### src/rtl/pipe_ctrl_pkg.sv
// Shared definitions for the pipeline sequencer: stall encodings, FSM state codes,
// the ERET exception code and the stall priority encoder.
package pipe_ctrl_pkg;

  // Stall vector encodings, bit order [5]WB [4]MEM [3]EX [2]ID [1]IF [0]PC
  localparam logic [5:0] STALL_NONE = 6'b000000;
  localparam logic [5:0] STALL_IF   = 6'b000011;
  localparam logic [5:0] STALL_ID   = 6'b000111;
  localparam logic [5:0] STALL_EX   = 6'b001111;
  localparam logic [5:0] STALL_MEM  = 6'b011111;
  localparam logic [5:0] STALL_ALL  = 6'b111111;

  typedef enum logic [1:0] {
    ST_RUN    = 2'd0,
    ST_STALL  = 2'd1,
    ST_FREEZE = 2'd2,
    ST_FLUSH  = 2'd3
  } state_t;

  localparam logic [31:0] EXC_ERET = 32'h0000_000e;

  localparam logic STOP         = 1'b1;
  localparam logic NO_STOP      = 1'b0;
  localparam logic CHIP_ENABLE  = 1'b1;
  localparam logic CHIP_DISABLE = 1'b0;

  // The deepest requesting stage wins: it holds itself and everything upstream.
  function automatic logic [5:0] stall_encode(input logic req_if, input logic req_id,
                                              input logic req_ex, input logic req_mem);
    logic [5:0] enc;
    if (req_mem)     enc = STALL_MEM;
    else if (req_ex) enc = STALL_EX;
    else if (req_id) enc = STALL_ID;
    else if (req_if) enc = STALL_IF;
    else             enc = STALL_NONE;
    return enc;
  endfunction

endpackage

### src/rtl/pipe_ctrl_stall_watchdog.sv
// Consecutive-stall counter with a sticky timeout flag; the counter saturates
// rather than wrapping so a very long stall can never re-arm a low count.
module stall_watchdog #(
  parameter int STALL_TIMEOUT = 1023,
  parameter int CNT_W         = 10
) (
  input  logic clk,
  input  logic rst,
  input  logic count_en,
  input  logic count_clr,
  output logic stall_timeout
);

  localparam logic [CNT_W-1:0] TIMEOUT_CNT = CNT_W'(STALL_TIMEOUT);

  logic [CNT_W-1:0] cnt_reg;
  logic [CNT_W-1:0] cnt_next;
  logic             flag_reg;

  always_comb begin
    cnt_next = cnt_reg;
    if (count_clr)
      cnt_next = '0;
    else if (count_en && (cnt_reg != {CNT_W{1'b1}}))
      cnt_next = cnt_reg + 1'b1;
  end

  always_ff @(posedge clk or negedge rst) begin
    if (!rst) begin
      cnt_reg  <= '0;
      flag_reg <= 1'b0;
    end else begin
      cnt_reg <= cnt_next;
      if (cnt_next == TIMEOUT_CNT)
        flag_reg <= 1'b1;
    end
  end

  assign stall_timeout = flag_reg;

endmodule

### src/rtl/pipe_ctrl.sv
// Pipeline sequencer: merges stage stall requests, runs the freeze-then-flush
// exception/ERET redirect and feeds the consecutive-stall watchdog.
module pipe_ctrl
  import pipe_ctrl_pkg::*;
#(
  parameter logic [31:0] EXC_VECTOR    = 32'h0000_0020,
  parameter int          STALL_TIMEOUT = 1023,
  parameter int          CNT_W         = 10
) (
  input  logic        clk,
  input  logic        rst,
  input  logic        stallreq_if,
  input  logic        stallreq_id,
  input  logic        stallreq_ex,
  input  logic        stallreq_mem,
  input  logic [31:0] excepttype_i,
  input  logic [31:0] cp0_epc_i,
  output logic [5:0]  stall,
  output logic        flush,
  output logic [31:0] new_pc,
  output logic        stall_timeout
);

  state_t      state_reg;
  state_t      state_next;
  logic [31:0] new_pc_reg;
  logic        any_req;
  logic        take_exc;
  logic        count_en;
  logic        count_clr;

  assign any_req = stallreq_if | stallreq_id | stallreq_ex | stallreq_mem;

  always_comb begin
    state_next = state_reg;
    stall      = STALL_NONE;
    flush      = 1'b0;
    take_exc   = 1'b0;
    count_en   = 1'b0;
    count_clr  = 1'b0;
    case (state_reg)
      ST_RUN, ST_STALL: begin
        stall     = stall_encode(stallreq_if, stallreq_id, stallreq_ex, stallreq_mem);
        // A stalled cycle counts from its first cycle, the one that moves the FSM into STALL.
        count_en  = any_req;
        count_clr = ~any_req;
        if (excepttype_i != 32'd0) begin
          state_next = ST_FREEZE;
          take_exc   = 1'b1;
        end else if (any_req) begin
          state_next = ST_STALL;
        end else begin
          state_next = ST_RUN;
        end
      end
      ST_FREEZE: begin
        stall      = STALL_ALL;
        count_clr  = 1'b1;
        state_next = ST_FLUSH;
      end
      ST_FLUSH: begin
        flush      = 1'b1;
        count_clr  = 1'b1;
        state_next = ST_RUN;
      end
      default: state_next = ST_RUN;
    endcase
    // Outputs must fall the moment reset asserts, not at the next edge.
    if (!rst) begin
      stall = STALL_NONE;
      flush = 1'b0;
    end
  end

  always_ff @(posedge clk or negedge rst) begin
    if (!rst)
      state_reg <= ST_RUN;
    else
      state_reg <= state_next;
  end

  always_ff @(posedge clk or negedge rst) begin
    if (!rst)
      new_pc_reg <= 32'd0;
    else if (take_exc)
      new_pc_reg <= (excepttype_i == EXC_ERET) ? cp0_epc_i : EXC_VECTOR;
  end

  assign new_pc = new_pc_reg;

  stall_watchdog #(
    .STALL_TIMEOUT (STALL_TIMEOUT),
    .CNT_W         (CNT_W)
  ) u_watchdog (
    .clk           (clk),
    .rst           (rst),
    .count_en      (count_en),
    .count_clr     (count_clr),
    .stall_timeout (stall_timeout)
  );

endmodule
### config.mk
export PLATFORM = sky130hd
export DESIGN_NAME = pipe_ctrl
export DESIGN_NICKNAME = d
export VERILOG_FILES = /design/src/rtl/pipe_ctrl_pkg.sv /design/src/rtl/pipe_ctrl_stall_watchdog.sv /design/src/rtl/pipe_ctrl.sv
export SDC_FILE = /design/constraint.sdc
export NUM_CORES = 1
export LEC_CHECK = 0
export ABC_AREA = 1
export BUFFER_PORTS_ARGS = -buffer_cell sky130_fd_sc_hd__clkbuf_2
export CAP_MARGIN = 20
export CORE_MARGIN = 5
export CORE_UTILIZATION = 45
export CTS_CLUSTER_SIZE = 16
export DETAILED_ROUTE_END_ITERATION = 10
export HOLD_SLACK_MARGIN = 0.12
export PLACE_DENSITY = 0.76
export SLEW_MARGIN = 20
export SYNTH_ARGS = -nofsm -noshare
export SYNTH_HDL_FRONTEND = slang
export SYNTH_HIERARCHICAL = 1
export SYNTH_SLANG_ARGS = --single-unit
### constraint.sdc
create_clock -name clk -period 5.2 [get_ports clk]
set_input_delay 0.78 -clock clk [delete_from_list [all_inputs] [get_ports clk]]
set_output_delay 0.78 -clock clk [all_outputs]
set_load 0.02 [all_outputs]
Word level (Yosys, flattened, before mapping)
Index checks and enable logic that the tools add are counted.

word-level totals
  input bits = 70
  output and inout bits = 40
  word-level logic and storage cells = 38
  flip-flop bits (word level) = 45

operators by class
  $add $sub $neg = 1
  reductions and logical operators = 5
  bitwise gates (word level) = 4
  equal/unequal tests = 6
  mux-type cells = 18

operator list
  operator                                                           number
  32-bit by 4-bit == test with 1-bit output (second input constant)  1
  32-bit 2-to-1 mux                                                  1
  32-bit nonzero test                                                1
  10-bit 2-to-1 mux                                                  2
  6-bit one-hot mux with 2 select lines                              1
  10-bit by 1-bit adder with 10-bit output (second input constant)   1
  10-bit == test (second input constant)                             1
  10-bit != test (second input constant)                             1
  1-bit 2-to-1 mux                                                   6
  6-bit 2-to-1 mux                                                   1
  2-bit one-hot mux with 3 select lines                              1
  5-bit 2-to-1 mux                                                   1
  2-bit == test (second input constant)                              2
  2-bit 2-to-1 mux                                                   2
  4-bit 2-to-1 mux                                                   1
  2-bit OR reduction                                                 2
  3-bit 2-to-1 mux                                                   1
  1-bit bitwise OR                                                   3
  2-bit by 1-bit == test with 1-bit output (second input constant)   1
  2-bit zero test                                                    1
  1-bit one-hot mux with 2 select lines                              1
  1-bit logical AND                                                  1
  1-bit inverter                                                     1

Depth between registers and ports, before layout
Gate-level depths: netlist (run 1).

  depth after elaboration = 8
  mapped depth = 14
  gate-level depth less buffers = 13

Hierarchy
The synthesis (run 1) kept the hierarchy.

by module, submodules not included
  module          times used  cells each  area each (um^2)  seq. area each (um^2)
  pipe_ctrl       1           286         1876.8            850.8
  stall_watchdog  1           101         718.2             275.3

Least setup slack after synthesis (run 1)
OpenSTA, ideal clock, no wires.

  kind = input -> output
  from = input stallreq_ex
  to = output stall[1]
  data required time = 4420 ps
  setup slack = 2912 ps
  stages = 5
  arrival time = 1508 ps
  path buffers = 1
  cell sequence = nor2_1 > nand2_1 > o21ai_0 > nor2_1 > buf_4

between the ends
  word-level cells in the longest chain between the ends = 4

RTL lines
  item                                   line                 RTL
  start, declared                        pipe_ctrl.sv:14      input logic stallreq_ex,
  4-bit 2-to-1 mux                       pipe_ctrl_pkg.sv:32  else if (req_ex) enc = STALL_EX;
  5-bit 2-to-1 mux                       pipe_ctrl_pkg.sv:31  if (req_mem) enc = STALL_MEM;
  6-bit one-hot mux with 2 select lines  pipe_ctrl.sv:41      case (state_reg)
  6-bit 2-to-1 mux                       pipe_ctrl.sv:69      if (!rst) begin
  end, declared                          pipe_ctrl.sv:18      output logic [5:0] stall,

Every way passes these cells.

Worst setup path in the final report (run 1)
  from = input rst
  to = output stall[3]

between the ends
  word-level cells in the longest chain between the ends = 1

RTL lines
  item              line             RTL
  start, declared   pipe_ctrl.sv:11  input logic rst,
  6-bit 2-to-1 mux  pipe_ctrl.sv:69

Every way passes these cells.

==> impl_metrics.py, run 1 <==
metrics = {
    "min_path": {
        "min_path_type": "in -> async",
    },
    "route": {
        "top_layer": "met4",
        "dr.pass1.iters": 4,
        "vias_per_cell": 4.53,
        "met1_length_um": 2920,
        "drtIter0Drc": 152,
        "wl_met2_um": 3120,
        "wl_met3_um": 419,
        "drc": 0,
        "ant_nets": 0,
        "vias": 2566,
        "detail_route.wl_per_cell_um": 11.4,
        "postRouteWirelength_um": 6480,
    },
    "synth": {
        "ys_types": 26,
        "synth_top_area_share_pct": 43.4,
        "syn_area_um2": 2590,
        "synth-seq-cells": 45,
        "synth.most_common_cell": "nand2_1",
        "async_reset_ff_share_pct": 100,
        "synth_area_per_cell_um2": 6.71,
        "synth_edf_count": 0,
        "seq_area_frac_synth_pct": 43.4,
        "synth_nets": 458,
        "yosysTopAreaCell": "dfrtp_1",
        "synth_cells": 387,
        "synth_area_leaders": "dfrtp_1 (43%), nand2_1 (21%), nor2_1 (11%), inv_1 (8.8%), nand3_1 (3.5%)",
        "yosys_warnings": 6,
        "synthFlopType": "dfrtp_1",
        "synth_top_cells_by_count": "nand2_1 (143), nor2_1 (73), inv_1 (61)",
    },
    "final_layout": {
        "nets": 564,
        "n_fill_cell": 531,
        "diodes": 0,
        "largest_reg_flops": 32,
        "drive_gt1_share_pct": 27.7,
        "syn2layout_area_growth_pct": 26.8,
    },
    "status": {
        "status": "completed",
    },
    "timing": {
        "setup_viol": 0,
        "tightest_slew_ns": 1.02,
        "finalCritPeriodShare_pct": 45.7,
        "hold_slack_ns": 0.330,
        "drv_slew": 0,
        "rsz0062_at_grt": "false",
        "finalHoldViolCount": 0,
        "tns_ns": 0,
        "skew_ns": 0.00621,
        "max_freq_mhz": 421,
        "finalCriticalPeriod_ns": 2.38,
        "relSlewSlack_pct": 32.0,
    },
    "clocking": {
        "cts_buffers": 5,
        "cts_tree": "yes",
        "cts_resized": 0,
        "htree_levels": 2,
        "cts_root_buffer": "clkbuf_8",
        "postCtsSetupRepairBufs": 0,
        "hold_buffers": 0,
        "cts_buffer_depth": 2,
        "clock_latency_ns": 0.29,
        "cts_sinks": 45,
        "path_clk_slew_ns": 0.08,
    },
    "place": {
        "portBuffers": 109,
        "routabilityCongestion": 0.914,
        "dp_hpwl_um": 4940,
    },
    "floorplanning": {
        "start_util_pct": 46.8,
        "core_um2": 5540,
        "num_rows": 27,
        "die_x_um": 85.9,
        "die_h_um": 85.9,
        "pin_count": 110,
        "die_area_um2": 7390,
    },
    "power_and_ir_drop": {
        "ir_drop_mv": 0.159,
        "p_leak_nw": 2.02,
        "powerDensity_nw_per_um2": 215,
    },
    "setup_path": {
        "crit_path_max_fanout": 8,
        "cp.arrival_ns": 1.60,
        "cp-start-kind": "input port",
        "required_ns": 4.42,
        "end_kind": "output port",
        "path_class": "in -> out",
    },
    "grt": {
        "grt_pass1_wl_um": 11100,
        "grt_pass1_vias": 2626,
        "antenna_found_initial": 0,
        "grtUsageTotal_pct": 18.2,
        "grt_max_degree": 42,
        "overflow": 0,
    },
    "flow_run": {
        "cap_violations": 0,
    },
}
[area by class of cell]
type / instances / area [um2] / area share [%]
well taps: 72 / 90.1 / 2.74
multi-input cells: 268 / 1150 / 34.8
flip-flops and latches: 45 / 1130 / 34.2
clock buffers: 5 / 68.8 / 2.09
repair buffers: 111 / 561 / 17.0
inverters: 62 / 233 / 7.07
clock inverters: 3 / 65.1 / 1.98
[placed cells by master, fill, tap and decap left out, types with 2 or more instances in the layout]
| cell | netlist | routed |
|---|---|---|
| nand2_1 | 143 | 143 |
| clkbuf_2 | 0 | 109 |
| nor2_1 | 73 | 73 |
| inv_1 | 61 | 61 |
| dfrtp_1 | 45 | 45 |
| nand3_1 | 18 | 18 |
| a21oi_1 | 8 | 8 |
| nand2_2 | 6 | 6 |
| nor2_2 | 5 | 5 |
| clkbuf_8 | 0 | 5 |
| bufinv_16 | 0 | 2 |
| buf_4 | 2 | 2 |
| nand4_1 | 2 | 2 |
[power breakdown]
| group | internal (mW) | switching [mW] |
|---|---|---|
| registers | 0.350 | 0.0000000000988 |
| logic | 0.0243 | 0.0240 |
| clock network | 0.191 | 0.118 |
| total | 0.565 | 0.142 |
[logic make-up (layout without fill, tap and decap cells)]
| logic type | after synthesis | in the layout | synth area share, % |
|---|---|---|---|
| AO/OA/AOI/OAI | 13 | 13 | 3.28 |
| XOR/XNOR | 1 | 1 | 0.338 |
| adder cells (fa/ha/maj) | 1 | 1 | 0.482 |
| buffers and inverters | 74 | 181 | 12.4 |
| flip-flops | 45 | 45 | 43.4 |
| AND/OR/NAND/NOR | 253 | 253 | 40.1 |
[final timing paths]
path,start,slack [ns],end,cells after the start
worst max-delay path,rst,2.82,stall[3],5
worst max register to register,state_reg[1],3.13,u_watchdog/stall_timeout,11
min in group clk,u_watchdog/stall_timeout,0.47,u_watchdog/stall_timeout,2
worst min register to register,u_watchdog/stall_timeout,0.47,u_watchdog/stall_timeout,2
max in group asynchronous,rst,4.11,u_watchdog/cnt_reg[9],2
worst min-delay path,rst,0.33,state_reg[1],1
[metrics by stage]
| stage | util (%) | power [mW] | instance area [um2] | setup slack, ns | instances |
|---|---|---|---|---|---|
| CTS | 59.4 | 0.714 | 3290 | 2.81 | 566 |
| global route | 59.4 | 0.738 | 3290 | 2.72 | 566 |
| detailed placement | 57.0 | 0.406 | 3160 | 2.81 | 558 |
| finish | 59.4 | 0.707 | 3290 | 2.82 | 566 |
| floorplan | - | 0.370 | 2590 | 2.91 | 387 |
| global placement | 57.0 | 0.405 | 3160 | 2.85 | 558 |
[worst max-delay path: stages]
cell      delay [ns]
clkbuf_2        0.22
nand2_1         0.11
a21oi_1         0.18
a31o_2          0.13
clkbuf_2        0.17
[routing by layer]
metal | vias to the layer above | GRT usage [%]
met5 | - | 0
met4 | 0 | 2.73
met3 | 2 | 4.42
met2 | 74 | 31.7
met1 | 1145 | 23.3
li1 | 1345 | -
(Power assumes the default switching activity.)
==> run 2: changes to the inputs <==
==> constraint.sdc (replaced) <==
create_clock -name clk -period 2.2 [get_ports clk]
set_input_delay 0.33 -clock clk [delete_from_list [all_inputs] [get_ports clk]]
set_output_delay 0.33 -clock clk [all_outputs]
set_load 0.02 [all_outputs]
==> impl_metrics.py, run 2 (synthesized netlist as in run 1, its figures left out) <==
metrics = {
    "clocking": {
        "cts_sinks": 45,
        "cts_buffer_depth": 2,
        "htree_levels": 2,
        "clock_latency_ns": 0.30,
        "cts_resized": 0,
        "cts_tree": "yes",
        "path_clk_slew_ns": 0.09,
        "cts_root_buffer": "clkbuf_8",
        "cts_buffers": 5,
    },
    "setup_path": {
        "critPathMaxStageDelay_ns": 0.54,
        "end_kind": "output port",
        "cp.buffers_inverters": 3,
        "slowest_stage": "dlygate4sd3_1",
        "crit_path_max_fanout": 8,
        "cp_top_family": "buffers and inverters",
        "cp-start-kind": "input port",
        "path_cells": "dlygate4sd3_1, clkbuf_2, nand2_1, a21oi_1, a31o_2, clkbuf_2",
        "cp_common_cell": "clkbuf_2",
        "required_ns": 1.87,
        "cp.arrival_ns": 1.71,
        "path_class": "in -> out",
    },
    "power_and_ir_drop": {
        "p_clk_share_pct": 44.7,
        "p_leak_nw": 2.03,
        "p_sw_share_pct": 21.1,
        "p_comb_share_pct": 6.8,
        "ir_drop_mv": 0.345,
        "power_switching_uw": 360,
        "p_int_mw": 1.34,
        "powerDensity_nw_per_um2": 513,
        "p_total_mw": 1.70,
        "seqPwrFrac_pct": 48.6,
    },
    "timing": {
        "drv_slew": 0,
        "finalCritPeriodShare_pct": 92.9,
        "relSlewSlack_pct": 66.1,
        "skew_ns": 0.00742,
        "setup_viol": 0,
        "max_freq_mhz": 489,
        "finalHoldViolCount": 0,
        "rsz0062_at_grt": "false",
        "finalCriticalPeriod_ns": 2.04,
        "tns_ns": 0,
        "tightest_slew_ns": 0.509,
    },
    "route": {
        "ant_nets": 0,
        "dr.pass1.iters": 4,
        "detail_route.wl_per_cell_um": 11.4,
        "drtIter0Drc": 80,
        "drc": 0,
        "postRouteWirelength_um": 6490,
        "vias": 2564,
        "vias_per_cell": 4.51,
    },
    "min_path": {
        "min_path_type": "in -> reg",
    },
    "floorplanning": {
        "core_um2": 5540,
        "start_util_pct": 46.8,
        "die_area_um2": 7390,
        "pin_count": 110,
        "die_x_um": 85.9,
        "num_rows": 27,
        "die_h_um": 85.9,
    },
    "final_layout": {
        "largest_reg_flops": 32,
        "ff_latch_area_um2": 1130,
        "n_fill_cell": 549,
        "nets": 567,
        "postLayoutCellArea_um2": 3320,
        "multi_input_area_um2": 1150,
        "final_common_cell": "nand2_1",
        "drive_gt1_share_pct": 28.0,
        "diodes": 0,
        "final_cell_mix": "nand2_1 (143), clkbuf_2 (109), nor2_1 (73)",
        "final_cells": 569,
        "syn2layout_area_growth_pct": 27.9,
    },
    "grt": {
        "overflow": 0,
        "antenna_found_initial": 0,
        "grt_max_degree": 42,
        "grt_pass1_wl_um": 10900,
        "grt_pass1_vias": 2465,
        "grtUsageTotal_pct": 18.4,
    },
    "place": {
        "dp.cells": 560,
        "dp_hpwl_um": 4940,
        "routabilityCongestion": 0.882,
        "placed_area_um2": 3170,
        "portBuffers": 109,
    },
    "flow_run": {
        "cap_violations": 0,
    },
    "status": {
        "status": "completed",
    },
}
-- run 2: cell types whose count changed in the layout (fill, tap and decap cells not counted) --
cell,before,now
buf_4,2,4
inv_6,0,1
dlygate4sd3_1,0,1
clkinv_2,1,0
-- run 2: worst paths after layout --
check	depth (start not counted)	to	startpoint	slack [ns]
max reg2reg	11	u_watchdog/stall_timeout	state_reg[1]	0.21
min	5	new_pc[28]	cp0_epc_i[28]	0.29
max in group asynchronous	3	u_watchdog/cnt_reg[1]	rst	1.00
max	6	stall[3]	rst	0.16
min reg2reg	2	u_watchdog/stall_timeout	u_watchdog/stall_timeout	0.47
min in group asynchronous	2	state_reg[0]	rst	0.44
-- run 2: worst min-delay path, stage by stage --
cell and delay [ns]:
clkbuf_2 0.08, inv_1 0.04, nor2_1 0.03, nand2_1 0.04, nand2_1 0.04
-- run 2: per-stage QoR --
step                setup slack (ns)  hold slack, ns  utilization [%]
finish                         0.155           0.285             59.9
global placement               0.333           0.189             57.2
floorplan                      0.523          0.0344                -
global route                  0.0337           0.292             59.9
CTS                            0.121           0.278             59.9
detailed placement             0.253           0.189             57.2
-- run 2: cell type report --
type                       instances  share of cell area (%)
tap                               72                    2.71
timing repair buffer             114                    17.6
sequential                        45                    33.9
multi-input combinational        268                    34.5
inverter                          62                    7.01
clock inverter                     3                    2.07
clock buffer                       5                    2.07
-- run 2: what timing repair did --
item                                   CTS  global route
hold buffers                             1             0
endpoints found under the hold margin    4             0
setup buffers                            0             0
-- run 2: power by group through the flow --
stage	logic (mW)	clock network, mW	registers [mW]
floorplan	0.0303	0	0.843
global placement	0.114	0	0.843
detailed placement	0.116	0	0.843
CTS	0.118	0.775	0.826
global route	0.134	0.810	0.826
finish	0.115	0.760	0.826
-- run 2: per-layer routing --
layer / vias up / global-route usage [%] / wire [um]
met4: 0 / 6.76 / 131
met5: - / 0 / 0
met2: 73 / 28.0 / 2970
li1: 1349 / - / -
met1: 1131 / 24.7 / 2930
met3: 11 / 5.28 / 453
==> run 3: changes to the inputs <==
--- a/config.mk
+++ b/config.mk
@@ -13,7 +13,7 @@
 export CTS_CLUSTER_SIZE = 16
 export DETAILED_ROUTE_END_ITERATION = 10
 export HOLD_SLACK_MARGIN = 0.12
-export PLACE_DENSITY = 0.76
+export PLACE_DENSITY = 0.72
 export SLEW_MARGIN = 20
 export SYNTH_ARGS = -nofsm -noshare
 export SYNTH_HDL_FRONTEND = slang
==> impl_metrics.py, run 3 (synthesized netlist as in run 1, its figures left out) <==
metrics = {
    "route": {
        "vias_per_cell": 4.53,
        "ant_nets": 0,
        "drc": 0,
        "postRouteWirelength_um": 6600,
        "drtIter0Drc": 92,
        "detail_route.wl_per_cell_um": 11.6,
        "dr.pass1.iters": 4,
        "vias": 2571,
    },
    "clocking": {
        "clock_latency_ns": 0.30,
        "htree_levels": 2,
        "hold_buffers": 0,
        "cts_sinks": 45,
        "path_clk_slew_ns": 0.08,
        "cts_buffer_depth": 2,
        "cts_tree": "yes",
        "cts_buffers": 5,
        "cts_root_buffer": "clkbuf_8",
        "postCtsSetupRepairBufs": 0,
    },
    "power_and_ir_drop": {
        "powerDensity_nw_per_um2": 458,
        "seqPwrFrac_pct": 55.2,
        "p_int_mw": 1.17,
        "p_leak_nw": 2.01,
        "ir_drop_mv": 0.380,
        "power_switching_uw": 330,
        "p_sw_share_pct": 22.0,
        "p_comb_share_pct": 7.6,
        "p_clk_share_pct": 37.2,
    },
    "grt": {
        "grtUsageTotal_pct": 18.7,
        "antenna_found_initial": 0,
        "grt_pass1_wl_um": 11200,
        "grt_max_degree": 46,
        "overflow": 0,
        "grt_pass1_vias": 2583,
    },
    "setup_path": {
        "cp.buffers_inverters": 3,
        "cp.arrival_ns": 2.17,
        "reg2regPathDepth": 11,
        "cp_common_cell": "nand2_1",
        "end_kind": "flop",
        "crit_path_max_fanout": 9,
        "endpoint": "u_watchdog/stall_timeout",
        "cp_top_family": "simple AND/OR/NAND/NOR gates",
        "cp-start-kind": "flop",
        "critPathMaxStageDelay_ns": 0.42,
        "worstReg2RegEnd": "u_watchdog/stall_timeout",
        "cp.depth": 11,
        "regToRegStartpoint": "state_reg[1]",
        "r2r_slack_ns": 0.26,
        "slowest_stage": "dfrtp_1",
        "critPathLaunch": "state_reg[1]",
        "required_ns": 2.44,
        "path_cells": "inv_1, nand2_1, inv_2, inv_1, nor3_2, a21oi_1, nor2_2, nand2_1, nor2_1, nand3_1, nand2_1",
        "path_class": "reg -> reg",
    },
    "floorplanning": {
        "die_x_um": 85.9,
        "pin_count": 110,
        "num_rows": 27,
        "start_util_pct": 46.8,
        "die_h_um": 85.9,
        "core_um2": 5540,
        "die_area_um2": 7390,
    },
    "timing": {
        "skew_ns": 0.00290,
        "tightest_slew_ns": 0.565,
        "rsz0062_at_grt": "false",
        "finalCriticalPeriod_ns": 1.94,
        "hold_slack_ns": 0.202,
        "finalHoldViolCount": 0,
        "drv_slew": 0,
        "relSlewSlack_pct": 62.3,
        "finalCritPeriodShare_pct": 88.0,
        "tns_ns": 0,
        "max_freq_mhz": 516,
        "setup_viol": 0,
    },
    "final_layout": {
        "final_common_cell": "nand2_1",
        "final_cell_mix": "nand2_1 (143), clkbuf_2 (109), nor2_1 (73)",
        "diodes": 0,
        "syn2layout_area_growth_pct": 26.1,
        "multi_input_area_um2": 1150,
        "ff_latch_area_um2": 1130,
        "n_fill_cell": 576,
        "nets": 566,
        "drive_gt1_share_pct": 28.2,
        "largest_reg_flops": 32,
    },
    "place": {
        "portBuffers": 109,
        "routabilityCongestion": 0.909,
        "dp_hpwl_um": 5090,
    },
    "flow_run": {
        "cap_violations": 0,
    },
    "min_path": {
        "min_path_type": "in -> async",
    },
    "status": {
        "status": "completed",
    },
}
run 3: changes by cell type in the layout (fill, tap and decap cells not counted):
cell / before / now
bufinv_16: 2 / 0
clkbuf_8: 5 / 7
clkinv_2: 0 / 1
dlygate4sd3_1: 1 / 0
inv_1: 61 / 60
inv_2: 0 / 1
inv_6: 1 / 0
run 3: layout make-up:
| type | count | area share, % |
|---|---|---|
| Inverter | 62 | 7.11 |
| Tap cell | 72 | 2.75 |
| Clock inverter | 1 | 0.153 |
| Sequential cell | 45 | 34.4 |
| Multi-Input combinational cell | 268 | 35.0 |
| Timing Repair Buffer | 113 | 17.6 |
| Clock buffer | 7 | 2.94 |
run 3: worst min path at each step:
stage                         endpoint  slack (ns)  cells past startpoint
after floorplan              new_pc[0]        0.03                      0
after global placement       new_pc[6]        0.46                      2
after detailed placement     new_pc[9]        0.46                      2
after CTS                   new_pc[30]        0.22                      2
after global routing      state_reg[1]        0.26                      2
final                     state_reg[0]        0.20                      2
run 3: what timing repair did:
item | in CTS | in global routing
endpoints found under the setup margin | 0 | 1
gates resized for setup | 0 | 1
endpoints found under the hold margin | 0 | 0
run 3: routing by layer:
metal | track usage, % | wire [um] | up-vias
met5 | 0 | 0 | -
met4 | 4.60 | 92 | 0
met2 | 32.6 | 3310 | 60
li1 | - | - | 1356
met3 | 4.90 | 413 | 11
met1 | 22.8 | 2780 | 1144
run 3: worst reg2reg max path, cell delays in order, from the launching register on:
cell     delay (ns)
dfrtp_1        0.42
inv_1          0.17
nand2_1        0.14
inv_2          0.16
inv_1          0.10
nor3_2         0.29
a21oi_1        0.14
nor2_2         0.14
nand2_1        0.06
nor2_1         0.11
nand3_1        0.08
nand2_1        0.07
run 3: power groups by stage:
stage	logic (mW)	clock network, mW	registers [mW]
global route	0.134	0.602	0.826
finish	0.114	0.558	0.826
detailed placement	0.116	0	0.843
CTS	0.116	0.567	0.826
global placement	0.113	0	0.843
floorplan	0.0303	0	0.843
run 3: metrics by stage:
step	cells	area [um2]	utilization (%)	setup slack [ns]	power [mW]
after floorplan	387	2590	-	0.523	0.873
after CTS	568	3270	59.1	0.180	1.51
after global placement	560	3170	57.2	0.332	0.956
after detailed placement	560	3170	57.2	0.189	0.958
after global routing	568	3270	59.1	0.0268	1.56
final	568	3270	59.1	0.264	1.50
